==> src/rtl/decoder_hold.sv <==
// Registered 3-to-8 one-hot decoder with valid/ready intake, programmable hold time
// and a wrapping count of accepted codes.
module decoder_hold #(
  parameter int unsigned HOLD_CYCLES = 4,
  parameter int unsigned CNT_W       = 8
) (
  input  logic             clk,
  input  logic             rst_n,
  input  logic [2:0]       In,
  input  logic             InValid,
  output logic             InReady,
  output logic [7:0]       Out,
  output logic             OutValid,
  output logic             Done,
  output logic [CNT_W-1:0] Count
);

  if (HOLD_CYCLES < 1 || HOLD_CYCLES > 255) begin : g_bad_hold
    $error("decoder_hold: HOLD_CYCLES must be in 1..255");
  end

  typedef enum logic [0:0] {StIdle, StHold} state_e;

  localparam logic [7:0] HoldInit = 8'(HOLD_CYCLES - 1);

  state_e           state_q;
  logic [7:0]       hold_q;
  logic [7:0]       out_q;
  logic [CNT_W-1:0] count_q;
  logic             accept;

  // Ready comes from registers only; hold_q is zero while idle.
  assign InReady  = (state_q == StIdle) || (hold_q == 8'd0);
  assign accept   = InValid && InReady;
  assign Out      = out_q;
  assign OutValid = (state_q == StHold);
  assign Done     = (state_q == StHold) && (hold_q == 8'd0);
  assign Count    = count_q;

  always_ff @(posedge clk or negedge rst_n) begin
    if (!rst_n) begin
      state_q <= StIdle;
      hold_q  <= 8'd0;
      out_q   <= 8'h00;
      count_q <= '0;
    end else if (accept) begin
      // Also covers chaining from the last hold cycle with no idle gap.
      state_q <= StHold;
      out_q   <= 8'h01 << In;
      hold_q  <= HoldInit;
      count_q <= count_q + CNT_W'(1);
    end else if (state_q == StHold) begin
      if (hold_q != 8'd0) begin
        hold_q <= hold_q - 8'd1;
      end else begin
        state_q <= StIdle;
        out_q   <= 8'h00;
      end
    end
  end

endmodule

==> config.mk <==
export PLATFORM = sky130hd
export DESIGN_NAME = decoder_hold
export DESIGN_NICKNAME = d
export VERILOG_FILES = /design/src/rtl/decoder_hold.sv
export SDC_FILE = /design/constraint.sdc
export NUM_CORES = 1
export LEC_CHECK = 0
export ABC_AREA = 1
export BUFFER_PORTS_ARGS = -buffer_cell sky130_fd_sc_hd__buf_2
export CAP_MARGIN = 20
export CORE_ASPECT_RATIO = 0.75
export CORE_MARGIN = 4
export CORE_UTILIZATION = 30
export DETAILED_ROUTE_END_ITERATION = 8
export PLACE_DENSITY = 0.56
export REMOVE_ABC_BUFFERS = 1
export SETUP_SLACK_MARGIN = 0.4
export SLEW_MARGIN = 20
export SYNTH_ARGS = -nofsm -noshare
export SYNTH_HDL_FRONTEND = slang
export SYNTH_SLANG_ARGS = --single-unit
==> constraint.sdc <==
create_clock -name clk -period 2.1 [get_ports clk]
set_clock_uncertainty 0.15 [all_clocks]
set_input_delay 0.42 -clock clk [delete_from_list [all_inputs] [get_ports clk]]
set_output_delay 0.42 -clock clk [all_outputs]
set_load 0.01 [all_outputs]
## After elaboration in Yosys (flattened, before gate mapping)

Index checks and enable logic that the tools add are counted.

- Bits in registers: 25
- Bits of input ports: 6
- Output and inout bits: 19

- $add $sub $neg: 2
- Equal/unequal tests: 1
- Shift operators: 1
- Muxes and demuxes: 9
- Bitwise operators: 1
- Reductions and logical operators: 9

Operator list:

| kind | count |
|---|---|
| $mux 8 | 6 |
| $add 8x1->8 const B | 1 |
| $logic_not 8->1 | 1 |
| $reduce_bool 8->1 | 1 |
| $shl 1x3->8 const A | 1 |
| $sub 8x1->8 const B | 1 |
| $reduce_and 2->1 | 2 |
| $reduce_bool 2->1 | 2 |
| $mux 1 | 3 |
| $logic_and 1x1->1 | 2 |
| $ne 2x2->1 const B | 1 |
| $logic_or 1x1->1 | 1 |
| $not 1->1 | 1 |

## Longest topological paths before layout

- Depth in word-level cells: 5
- Gate-level depth with buffers: 10
- Mapped depth without buffers: 9

## Worst setup path before layout

Ideal clock, no wire load.

- Path kind: register to output
- Start: register hold_q[0]
- End: output port Done
- Arrival: 1,133 ps
- Slack: 397 ps
- Stages on the path, launching flop included: 7
- Path buffers: 0
- Cells stage by stage: dfrtp_1 > inv_1 > ha_1 > nand3_2 > nor2_2 > nand2_1 > inv_1

- Word-level cells in the longest chain between the ends: 2

RTL lines:

| what | line | source |
|---|---|---|
| start: declaration | 27 | `logic [7:0] hold_q;` |
| start signal: assignment | 50 | `hold_q <= HoldInit;` |
| start signal: assignment | 54 | `hold_q <= hold_q - 8'd1;` |
| $logic_not 8->1 | 37 | `assign Done = (state_q == StHold) && (hold_q == 8'd0);` |
| $logic_and 1x1->1 | 37 |  |
| end: declaration | 14 | `output logic Done,` |

Every way passes these cells.

## Final worst setup path

- Start: register hold_q[1]
- End: output port InReady

- Word-level cells in the longest chain between the ends: 2

RTL lines:

| what | line | source |
|---|---|---|
| $logic_not 8->1 | 33 | `assign InReady = (state_q == StIdle) \|\| (hold_q == 8'd0);` |
| $logic_or 1x1->1 | 33 |  |
| end: declaration | 11 | `output logic InReady,` |

Every way passes these cells.

==> summary.md <==
| Metric | Value |
|---|---|
| Status | `complete, no violations` |
| Max-cap viol count | `0` |
| Synthesized area | `0.001384 mm^2` |
| Slowest stage delay, CP | `400 ps` |
| FF+latch count, synth | `25` |
| Clk Latency, worst-skew pair | `280 ps` |
| Area growth, synth to finish | `28.75%` |
| Syn Area/Cell | `8.649 um^2` |
| Core area | `0.004467 mm^2` |
| Initial core utilization | `30.98%` |
| Pre-antenna DRT Iters | `4` |
| Hold WC Path Type | `in -> reg` |
| Design area | `0.001782 mm^2` |
| Final Wtd Congestion | `0.7653` |
| Clk sinks | `25` |
| Required @ worst endpoint | `1530 ps` |
| Crit path from | `hold_q[1]$_DFFE_PN0P_` |
| Worst EP arrival | `1340 ps` |
| Antenna violations before repair | `0` |
| Critical path startpoint category | `flip-flop` |
| # setup viols final | `0` |
| HPWL Detailed | `1995 um` |
| Crit path max fanout | `2` |
| DRT antenna net count | `0` |
| Rel. slew slack | `61.53%` |
| CP delay by family, top | `flip-flops` |
| Final hold violations | `0` |
| First-pass GRT wire length | `5030 um` |
| Slew of the pin with the lowest slew margin | `577.1 ps` |
| FF-to-FF Start | `hold_q[1]$_DFFE_PN0P_` |
| Final min period | `1911 ps` |
| Mapped Cells | `160` |
| CTS clock-pin slew for the worst setup and hold paths | `100 ps` |
| Highest clock rate | `523.3 MHz` |
| Fillers | `461` |
| CP max stage cell | `dfrtp_1` |
| Global route hottest layer | `met2` |
| Placed cell count | `240` |
| CP Capture Type | `output port` |
| Vias per inst | `4.341` |
| Final setup TNS | `0 ps` |
| Vias in the first global route | `1061` |
| Layout cell share with drive strength beyond 1 | `37.81%` |
| Fin crit share | `91.00%` |
| Global-route met3 utilization | `3.090%` |
| Nets | `211` |
| Port bufs | `24` |
| Crit path cell chain | `inv_2 -> ha_4 -> nand2_1 -> nor2_4 -> nand2_4 -> nand2_4 -> buf_6` |
| GR Util met2 | `16.79%` |
| IO Pins | `25` |
| Total gr overflow | `0` |
| Worst hold margin | `271.2 ps` |
| Cell Count, Final, Fillers Out | `258` |
| Synth unique cells | `24` |
| GRT met1 Usage | `15.92%` |
| Detailed Route WL | `3046 um` |
| Root Driver | `clkbuf_8` |
| PwrDens | `474.3 mW/mm^2` |
| RSZ-0062 raised after global routing | `yes` |
| Hold Crit Start | `In[2]` |
| YS warnings | `0` |
| Placed cell areas | `0.001551 mm^2` |
| CP most frequent cell | `nand2_4` |
| DR vias | `1120` |
| Leakage power | `0.0009147 uW` |
| Pins Over Slew Limit | `0` |
| Die X | `86.43 um` |
| Ant diodes | `0` |
| Die area | `0.005775 mm^2` |
| Setup CP Type | `reg -> out` |
| Worst path bufs/invs | `2` |
| TritonCTS clock tree | `built` |
| TritonCTS buffer count | `3` |
| Mean routed wirelength per cell | `11.81 um` |
| Die Height | `66.82 um` |
| Initial drt markers | `55` |
| H-tree levels | `1` |
| FP Rows | `21` |
| Sequential element share of the synthesized area | `45.21%` |
| Longest Clk Path Bufs | `2` |
| Total GRT Usage | `11.08%` |
| DR DRC count | `0` |
| VDD IR max | `0.0002358 V` |
| Largest net degree at the start of global routing | `26` |
[layer usage]
layer | vias up | share of wire [%]
met2 | 18 | 43
met5 | - | 0
met4 | 0 | 0.30
li1 | 586 | -
met1 | 512 | 53
met3 | 4 | 4.0
[power by group]
| group | internal [uW] | switching (uW) | total, uW |
|---|---|---|---|
| sequential | 483 | 1.69 | 485 |
| combinational | 10.6 | 27.5 | 38.1 |
| clock | 140 | 183 | 322 |
[path summary, 6_finish.rpt]
check	end	slack [ps]	cells past startpoint
hold / removal	Out[7]$_DFFE_PN0P_	270	3
hold reg to reg	Out[6]$_DFFE_PN0P_	370	2
setup / recovery	InReady	190	7
max in group asynchronous	hold_q[3]$_DFFE_PN0P_	880	2
min in group asynchronous	Count[7]$_DFFE_PN0P_	510	2
setup reg to reg	hold_q[1]$_DFFE_PN0P_	390	10
[state kept, by name (all words and copies together) (netlist names)]
| signal | cells |
|---|---|
| Out | 8 |
| hold_q | 8 |
| OutValid | 1 |
| Count | 8 |
[cells in the mapped netlist, drive strengths merged]
library cell / n / share of area, %
a21oi: 1 / 0.36
buf: 2 / 2.3
dfrtp: 25 / 45
ha: 3 / 2.7
inv: 20 / 5.4
nand2: 49 / 15
nand3: 17 / 6.9
nand3b: 2 / 1.1
nand4: 2 / 0.90
nor2: 15 / 5.9
o21ai: 15 / 8.1
o22ai: 1 / 0.45
xnor2: 4 / 3.1
xor2: 4 / 2.5
[tightest hold or removal path, stage by stage]
cell and delay, ps:
buf_2 130, nand2_1 80, o21ai_2 50
[placed cells by master (no fill, tap or decap), drive strengths merged]
cell type     n
dfrtp        25
xnor2         4
nand3b        2
inv          21
clkbuf        3
nand2        50
nand4         2
a21oi         1
o22ai         1
buf          37
o21ai        15
xor2          4
dlygate4sd3   1
ha            3
nand3        17
nor2         15
[area by class of cell]
cell class | instances | area (um^2) | area share [%]
Multi-Input combinational cell | 114 | 716.9 | 40.24
Sequential cell | 25 | 626.9 | 35.18
Timing Repair Buffer | 38 | 241.5 | 13.55
Inverter | 20 | 75.07 | 4.213
Tap cell | 57 | 71.32 | 4.003
Clock buffer | 3 | 41.29 | 2.317
Clock inverter | 1 | 8.758 | 0.4916
[per-stage QoR]
step	util (%)	setup slack [ps]	power, uW
2_1_floorplan	-	397.1	507.1
3_3_place_gp	34.73	399.3	529.9
3_5_place_dp	34.73	374.9	529.5
4_1_cts	37.90	216.8	856.4
5_1_grt	39.89	118.7	879.5
6_report	39.89	189.1	845.1
[timing repair]
item                                   in CTS  in global routing
cloned                                      0                  1
buffers inserted                            7                  5
hold buffers                                1                  0
gates resized for setup                     7                 11
endpoints found under the hold margin      19                  0
pin swaps                                   4                 11
setup endpoints to repair                   6                 17
[cells by family (layout without fill, tap and decap cells)]
| group | count (synthesis) | after routing | share of synthesized area (%) |
|---|---|---|---|
| simple gates | 85 | 86 | 29.84 |
| buf+inv | 22 | 62 | 7.685 |
| xor+xnor | 8 | 8 | 5.606 |
| fa+ha+maj | 3 | 3 | 2.713 |
| flops | 25 | 25 | 45.21 |
| compound gates | 17 | 17 | 8.951 |
Note: power is estimated with default switching activity, not from simulation.
